[src/rtl/counter_sequencer.sv]
// Sequencer for an external load/enable/dec up-down counter: loads a start value, steps it once
// every PRESCALE clocks until it matches a limit, then pulses done. Supports pause and abort.
module counter_sequencer #(
  parameter int unsigned N        = 64,
  parameter int unsigned PRESCALE = 4
) (
  input  logic         clock,
  input  logic         reset,
  input  logic         start,
  input  logic         pause,
  input  logic         abort,
  input  logic         dir,
  input  logic [N-1:0] init_value,
  input  logic [N-1:0] limit_value,
  input  logic [N-1:0] cnt_value,
  output logic         cnt_load,
  output logic [N-1:0] cnt_load_value,
  output logic         cnt_enable,
  output logic         cnt_dec,
  output logic         busy,
  output logic         done
);

  localparam int unsigned PsW = (PRESCALE > 1) ? $clog2(PRESCALE) : 1;
  localparam logic [PsW-1:0] PsLast = PsW'(PRESCALE - 1);

  typedef enum logic [2:0] {StIdle, StLoad, StRun, StPause, StDone} state_e;

  state_e         state_q, state_d;
  logic [PsW-1:0] ps_q, ps_d;
  logic           dir_q, dir_d;
  logic [N-1:0]   init_q, init_d;
  logic [N-1:0]   limit_q, limit_d;

  always_ff @(posedge clock) begin
    if (reset) begin
      state_q <= StIdle;
      ps_q    <= '0;
      dir_q   <= 1'b0;
      init_q  <= '0;
      limit_q <= '0;
    end else begin
      state_q <= state_d;
      ps_q    <= ps_d;
      dir_q   <= dir_d;
      init_q  <= init_d;
      limit_q <= limit_d;
    end
  end

  always_comb begin
    state_d    = state_q;
    ps_d       = ps_q;
    dir_d      = dir_q;
    init_d     = init_q;
    limit_d    = limit_q;
    cnt_load   = 1'b0;
    cnt_enable = 1'b0;
    done       = 1'b0;
    // Reset and abort both suppress every strobe in the cycle they are seen.
    if (reset) begin
      state_d = StIdle;
    end else if (abort) begin
      state_d = StIdle;
    end else begin
      unique case (state_q)
        StIdle: begin
          if (start) begin
            dir_d   = dir;
            init_d  = init_value;
            limit_d = limit_value;
            state_d = StLoad;
          end
        end
        StLoad: begin
          cnt_load = 1'b1;
          ps_d     = '0;
          state_d  = StRun;
        end
        StRun: begin
          if (cnt_value == limit_q) begin
            state_d = StDone;
          end else if (pause) begin
            state_d = StPause;
          end else if (ps_q == PsLast) begin
            cnt_enable = 1'b1;
            ps_d       = '0;
          end else begin
            ps_d = ps_q + 1'b1;
          end
        end
        StPause: begin
          if (!pause) state_d = StRun;
        end
        StDone: begin
          done    = 1'b1;
          state_d = StIdle;
        end
        default: state_d = StIdle;
      endcase
    end
  end

  assign busy           = (state_q != StIdle);
  assign cnt_dec        = busy & dir_q;
  assign cnt_load_value = init_q;

endmodule

[config.mk]
export PLATFORM = sky130hd
export DESIGN_NAME = counter_sequencer
export DESIGN_NICKNAME = d
export VERILOG_FILES = /design/src/rtl/counter_sequencer.sv
export SDC_FILE = /design/constraint.sdc
export NUM_CORES = 1
export LEC_CHECK = 0
export ABC_AREA = 1
export BUFFER_PORTS_ARGS = -buffer_cell sky130_fd_sc_hd__buf_4
export CORE_MARGIN = 8
export CORE_UTILIZATION = 30
export DETAILED_ROUTE_END_ITERATION = 8
export SETUP_SLACK_MARGIN = 0.5
export SLEW_MARGIN = 20
export SYNTH_ARGS = -nofsm -noshare
export SYNTH_HDL_FRONTEND = slang
export SYNTH_SLANG_ARGS = --single-unit
[constraint.sdc]
create_clock -name clock -period 1.5 [get_ports clock]
set_input_delay 0.075 -clock clock [delete_from_list [all_inputs] [get_ports clock]]
set_output_delay 0.075 -clock clock [all_outputs]
set_load 0.005 [all_outputs]
==> results.json, run 1 <==
{
  "vias_per_cell": 4.581,
  "fin_nets": 1547,
  "yosysTopAreaCellShare_pct": 45.98,
  "ir_drop_mv": 0.7342,
  "cts_tree": "done",
  "clk_pin_slew_ps": 60,
  "htreeDepth": 4,
  "fin_crit_sh_pct": 128.1,
  "antenna_found_initial": 2,
  "grt_pass1_vias": 7550,
  "die_area_mm2": 0.02417,
  "outcome": "finished, violations left",
  "via_count": 7454,
  "route.detailed.drc": 0,
  "max_cap_viol_count": 0,
  "clk_path_buf_depth": 2,
  "ys_seq_elements": 134,
  "fin_crit_ps": 1921,
  "reg2reg_slack_ps": -410,
  "grt_max_degree": 82,
  "p_per_area_mw_per_mm2": 873.0,
  "rsz0062_at_grt": "yes",
  "area_growth_syn_to_layout_pct": 122.6,
  "holdWs_ps": -34.05,
  "synthTopCellsByArea": "dfxtp_1 46%, nor2_1 18%, o21ai_0 11%",
  "dpl.hpwl_um": 13920,
  "ys_warn_count": 0,
  "synthesis.instances": 872,
  "nFillCells": 1453,
  "seq_area_frac_synth_pct": 45.98,
  "cts_sinks": 134,
  "maxSlewHeadroom_pct": 46.02,
  "end_kind": "output port",
  "p_leak_uw": 0.005934,
  "drtAntennaViolNets": 0,
  "reg2reg_from": "limit_q[18]",
  "mostFrequentLayoutCells": "285 x buf_4, 187 x nor2_1, 130 x dlygate4sd3_1, 129 x nand2_1, 94 x o21ai_2",
  "endpoint": "cnt_enable",
  "numCtsBuffers": 17,
  "row_count": 51,
  "routed_wl_um": 27590,
  "cp_max_fo": 2,
  "drtIter0Drc": 328,
  "crit_type": "reg -> out",
  "drive_gt1_share_pct": 51.76,
  "max_freq_ghz": 0.5205,
  "final_common_cell": "buf_4",
  "grt_pass1_wl_um": 39720,
  "pin_count": 267,
  "tns_ps": -8896,
  "die_h_um": 155.5,
  "postCtsHoldBufs": 130,
  "required_ps": 1420,
  "die_width_um": 155.5,
  "cts-root-buf": "clkbuf_16",
  "syn_area_mm2": 0.005834,
  "hp-class": "in -> reg",
  "hold_viol_final": 1,
  "finalClockSkew_ps": 11.98,
  "arrival_ps": 1850,
  "initial_core_util_pct": 30.28,
  "wl_per_cell_um": 16.95,
  "violations": "hold timing, setup timing",
  "startpoint_type": "register",
  "synth_nets": 1071,
  "ff2ff_path_depth": 14,
  "slew_viol_final": 0,
  "worst_pin_slew_ps": 809.7,
  "synth_largest_area_cell": "dfxtp_1",
  "setup_slack_ps": -421.2,
  "drt-pass1-iter-count": 5,
  "routabilityCongestion": 0.7553,
  "setup_viol": 123,
  "syn_avg_cell_area_um2": 6.691,
  "port_buffers": 266,
  "clk_latency_ps": 420,
  "critPathLaunch": "limit_q[18]",
  "ys_types": 20,
  "track_usage_pct": 20.94,
  "gr-total-overflow": 0,
  "core_area_mm2": 0.01927,
  "r2r-end": "state_q[0]"
}
## where the power goes
group | leakage (uW) | internal (uW) | switching, uW
combinational | 0.00451 | 1660 | 1250
sequential | 0.00113 | 3840 | 186
clock | 0.000293 | 2670 | 1710
## flip-flops by register name, summed over array words and instances (netlist names)
register,cells
ps_q,2
cnt_load_value,64
state_q,3
dir_q,1
limit_q,64
## critical path, cell delays in order, from the launching register on
cell     delay (ps)
dfxtp_2         340
xor2_1          170
nor2_1          160
nand2_1          80
nor2_2          120
nand2_2          80
nor2_2          120
nand2_2          90
nand3_2         100
nor2_4           50
buf_6           110
## repair_timing
item                                   4_1_cts  5_1_grt
endpoints found under the hold margin      132        1
setup endpoints to repair                  139      173
pin swaps                                  106      109
gates resized for setup                    405      169
buffers inserted                            41       11
cloned                                      27        5
## routing by layer
metal / global-route usage, % / vias up / wire (um)
met5: 0 / - / 0
met4: 6.793 / 0 / 655
met3: 6.657 / 46 / 1747
met2: 35.66 / 245 / 14140
met1: 24.50 / 3481 / 11040
li1: - / 3682 / -
## cell type report
type / count / area [um^2] / share of cell area (%)
antenna: 2 / 5.005 / 0.03854
clock buffer: 18 / 439.2 / 3.382
clock inverter: 13 / 171.4 / 1.320
inverter: 86 / 330.3 / 2.544
multi-input combinational: 611 / 3810 / 29.34
sequential: 134 / 2764 / 21.29
tap: 265 / 331.6 / 2.553
timing repair buffer: 498 / 5134 / 39.54
## synthesized netlist by cell type, drive strengths merged
cell type / n
nor2: 282
nand2: 136
dfxtp: 134
o21ai: 129
inv: 86
a21oi: 34
clkbuf: 28
xor2: 19
buf: 13
nand3: 6
nand4: 2
ha: 1
nor3: 1
o21bai: 1
## kinds of logic after synthesis
group | after synthesis | synth area share [%]
buf+inv | 127 | 8.857
fa+ha+maj | 1 | 0.2144
flops | 134 | 45.98
simple gates | 427 | 27.99
xor+xnor | 19 | 2.852
compound gates | 164 | 14.11
## worst min path at each step
stage	from	end	depth (start not counted)
floorplan	reset	ps_q[0]	1
global placement	limit_value[16]	limit_q[16]	3
detailed placement	reset	ps_q[1]	2
CTS	abort	state_q[0]	4
global route	abort	state_q[0]	4
finish	abort	state_q[0]	4
## per-stage QoR
stage	std cells	util, %	cell area (um^2)	setup WS [ps]	power [uW]
detailed placement	1380	42.44	8178	-80.37	5506
global route	1627	67.38	12990	-516.4	11800
global placement	1380	42.44	8178	-90.16	5491
floorplan	872	-	5857	90.01	4679
finish	1627	67.38	12990	-421.2	11340
CTS	1609	63.66	12270	-410.0	11110
(Power assumes the default switching activity.)
==> run 2: changes to the inputs <==
--- a/config.mk
+++ b/config.mk
@@ -12,2 +12,3 @@
 export DETAILED_ROUTE_END_ITERATION = 8
+export GPL_TIMING_DRIVEN = 0
 export SETUP_SLACK_MARGIN = 0.5
--- a/constraint.sdc
+++ b/constraint.sdc
@@ -3,2 +3,2 @@
 set_output_delay 0.075 -clock clock [all_outputs]
-set_load 0.005 [all_outputs]
+set_load 0.05 [all_outputs]
==> run 2 against run 1 <==
Effect of this change: the flow finishes with violations (setup timing); clock power is 3% lower; first-iteration DRC count is 11% lower; flip-flop and latch count unchanged; critical path depth up 2; cell area is 2.4% higher; global-route usage up 0.098 points; core utilization increased by 1.6 points; total power is 3.8% higher; sequential share of layout area is 0.21 points lower; via count up 1.3%; largest cell class unchanged; highest routed layer unchanged.
==> results.json, run 2 (synthesized netlist as in run 1, its figures left out) <==
{
  "outcome": "finished, violations left",
  "violations": "setup timing",
  "cts-root-buf": "clkbuf_16",
  "cp_max_fo": 2,
  "drt-pass1-iter-count": 5,
  "clk_path_buf_depth": 2,
  "core_area_mm2": 0.01927,
  "routed_wl_um": 28040,
  "mostFrequentLayoutCells": "230 x buf_4, 177 x nor2_1, 128 x nand2_1, 128 x dlygate4sd3_1, 83 x buf_8",
  "slew_viol_final": 0,
  "cts_sinks": 134,
  "hold_viol_final": 0,
  "track_usage_pct": 21.04,
  "required_ps": 1420,
  "drtIter0Drc": 291,
  "fin_nets": 1567,
  "final_common_cell": "buf_4",
  "hp-class": "in -> reg",
  "clk_latency_ps": 420,
  "multi_input_area_mm2": 0.003757,
  "dpl.hpwl_um": 15450,
  "routabilityCongestion": 0.7953,
  "nFillCells": 1403,
  "holdWs_ps": 17.62,
  "via_count": 7549,
  "grt_max_degree": 17,
  "grt_pass1_vias": 7734,
  "fin_crit_ps": 1883,
  "crit_type": "reg -> out",
  "place_area_mm2": 0.008269,
  "end_kind": "output port",
  "vias_per_cell": 4.581,
  "drive_gt1_share_pct": 51.05,
  "arrival_ps": 1810,
  "cts_tree": "done",
  "finalPower_uw": 11770,
  "place_ws_ps": -745.1,
  "gr-total-overflow": 0,
  "worst_pin_slew_ps": 974.4,
  "rsz0062_at_grt": "yes",
  "ir_drop_mv": 0.7657,
  "reg2reg_slack_ps": -210,
  "initial_core_util_pct": 30.28,
  "clk_pin_slew_ps": 60,
  "grt_pass1_wl_um": 40360,
  "wl_per_cell_um": 17.01,
  "numCtsBuffers": 17,
  "setup_viol": 135,
  "setup_slack_ps": -382.9,
  "finalClockSkew_ps": 14.55,
  "p_per_area_mw_per_mm2": 884.9,
  "area.sequential_mm2": 0.002801,
  "maxSlewHeadroom_pct": 35.04,
  "startpoint_type": "register",
  "pin_count": 267,
  "final_cell_area_mm2": 0.01330,
  "antenna_found_initial": 2,
  "port_buffers": 266,
  "die_width_um": 155.5,
  "die_h_um": 155.5,
  "route.detailed.drc": 0,
  "fin_crit_sh_pct": 125.5,
  "p_leak_uw": 0.005996,
  "die_area_mm2": 0.02417,
  "max_cap_viol_count": 0,
  "row_count": 51,
  "area_growth_syn_to_layout_pct": 127.9,
  "drtAntennaViolNets": 0,
  "htreeDepth": 4,
  "max_freq_ghz": 0.5311
}
## run 2: cell count changes in the layout (fill, tap and decap cells not counted), sizes merged
cell,previous run,this run
clkbuf,22,46
buf,364,362
dlygate4sd3,130,128
bufinv,3,2
dlymetal6s4s,0,1
inv,89,90
## run 2: stage by stage
| stage | setup TNS (ps) | utilization (%) | instances |
|---|---|---|---|
| 6_report | -12400 | 68.99 | 1648 |
| 3_3_place_gp | -67440 | 42.91 | 1403 |
| 4_1_cts | -5217 | 63.37 | 1602 |
| 5_1_grt | -20760 | 68.99 | 1648 |
| 2_1_floorplan | -1287 | - | 872 |
| 3_5_place_dp | -68520 | 42.91 | 1403 |
## run 2: worst paths after layout
kind / from / end / cells after the start
worst max-delay path: limit_q[52] / cnt_enable / 12
worst min-delay path: limit_value[62] / limit_q[62] / 3
worst max register to register: limit_q[52] / state_q[0] / 15
worst min register to register: limit_q[62] / limit_q[62] / 2
## run 2: per-layer routing
layer	global-route usage [%]	up-vias	share of wire [%]	wire length, um
li1	-	3711	-	-
met1	22.25	3509	37	10270
met2	37.22	262	53	14810
met3	7.157	67	6.9	1942
met4	9.473	0	3.6	1022
met5	0	-	0	0
## run 2: cell type report
| type | instances | share of cell area, % |
|---|---|---|
| clock inverters | 13 | 1.101 |
| clock buffers | 19 | 3.331 |
| flip-flops and latches | 134 | 21.07 |
| diodes | 2 | 0.03764 |
| multi-input cells | 611 | 28.26 |
| plain buffers | 41 | 3.689 |
| well taps | 265 | 2.494 |
| repair buffers | 477 | 37.57 |
| inverters | 86 | 2.447 |
## run 2: report_power, final
group / switching (uW) / leakage, uW / total (uW) / internal (uW)
clock: 1760 / 0.000285 / 4280 / 2520
combinational: 1670 / 0.00457 / 3420 / 1760
sequential: 209 / 0.00114 / 4060 / 3850
## run 2: repair_timing
action                                 4_1_cts  5_1_grt
gates cloned                                13        9
endpoints found under the hold margin      131        0
hold buffers                               129        0
setup buffers                               25       35
pin swaps                                   98       91
setup endpoints to repair                  203      202
gates resized for setup                    481      257
## run 2: worst max-delay path: stages, from the launching register on
cell and delay, ps:
dfxtp_2 320, inv_1 60, nand2_1 70, nand2_1 80, nor2_2 120, nand2_1 70, nor2_2 110, nand2_2 70
nor2_4 160, nand2_4 70, nand3_4 80, nor2_4 40, buf_8 140
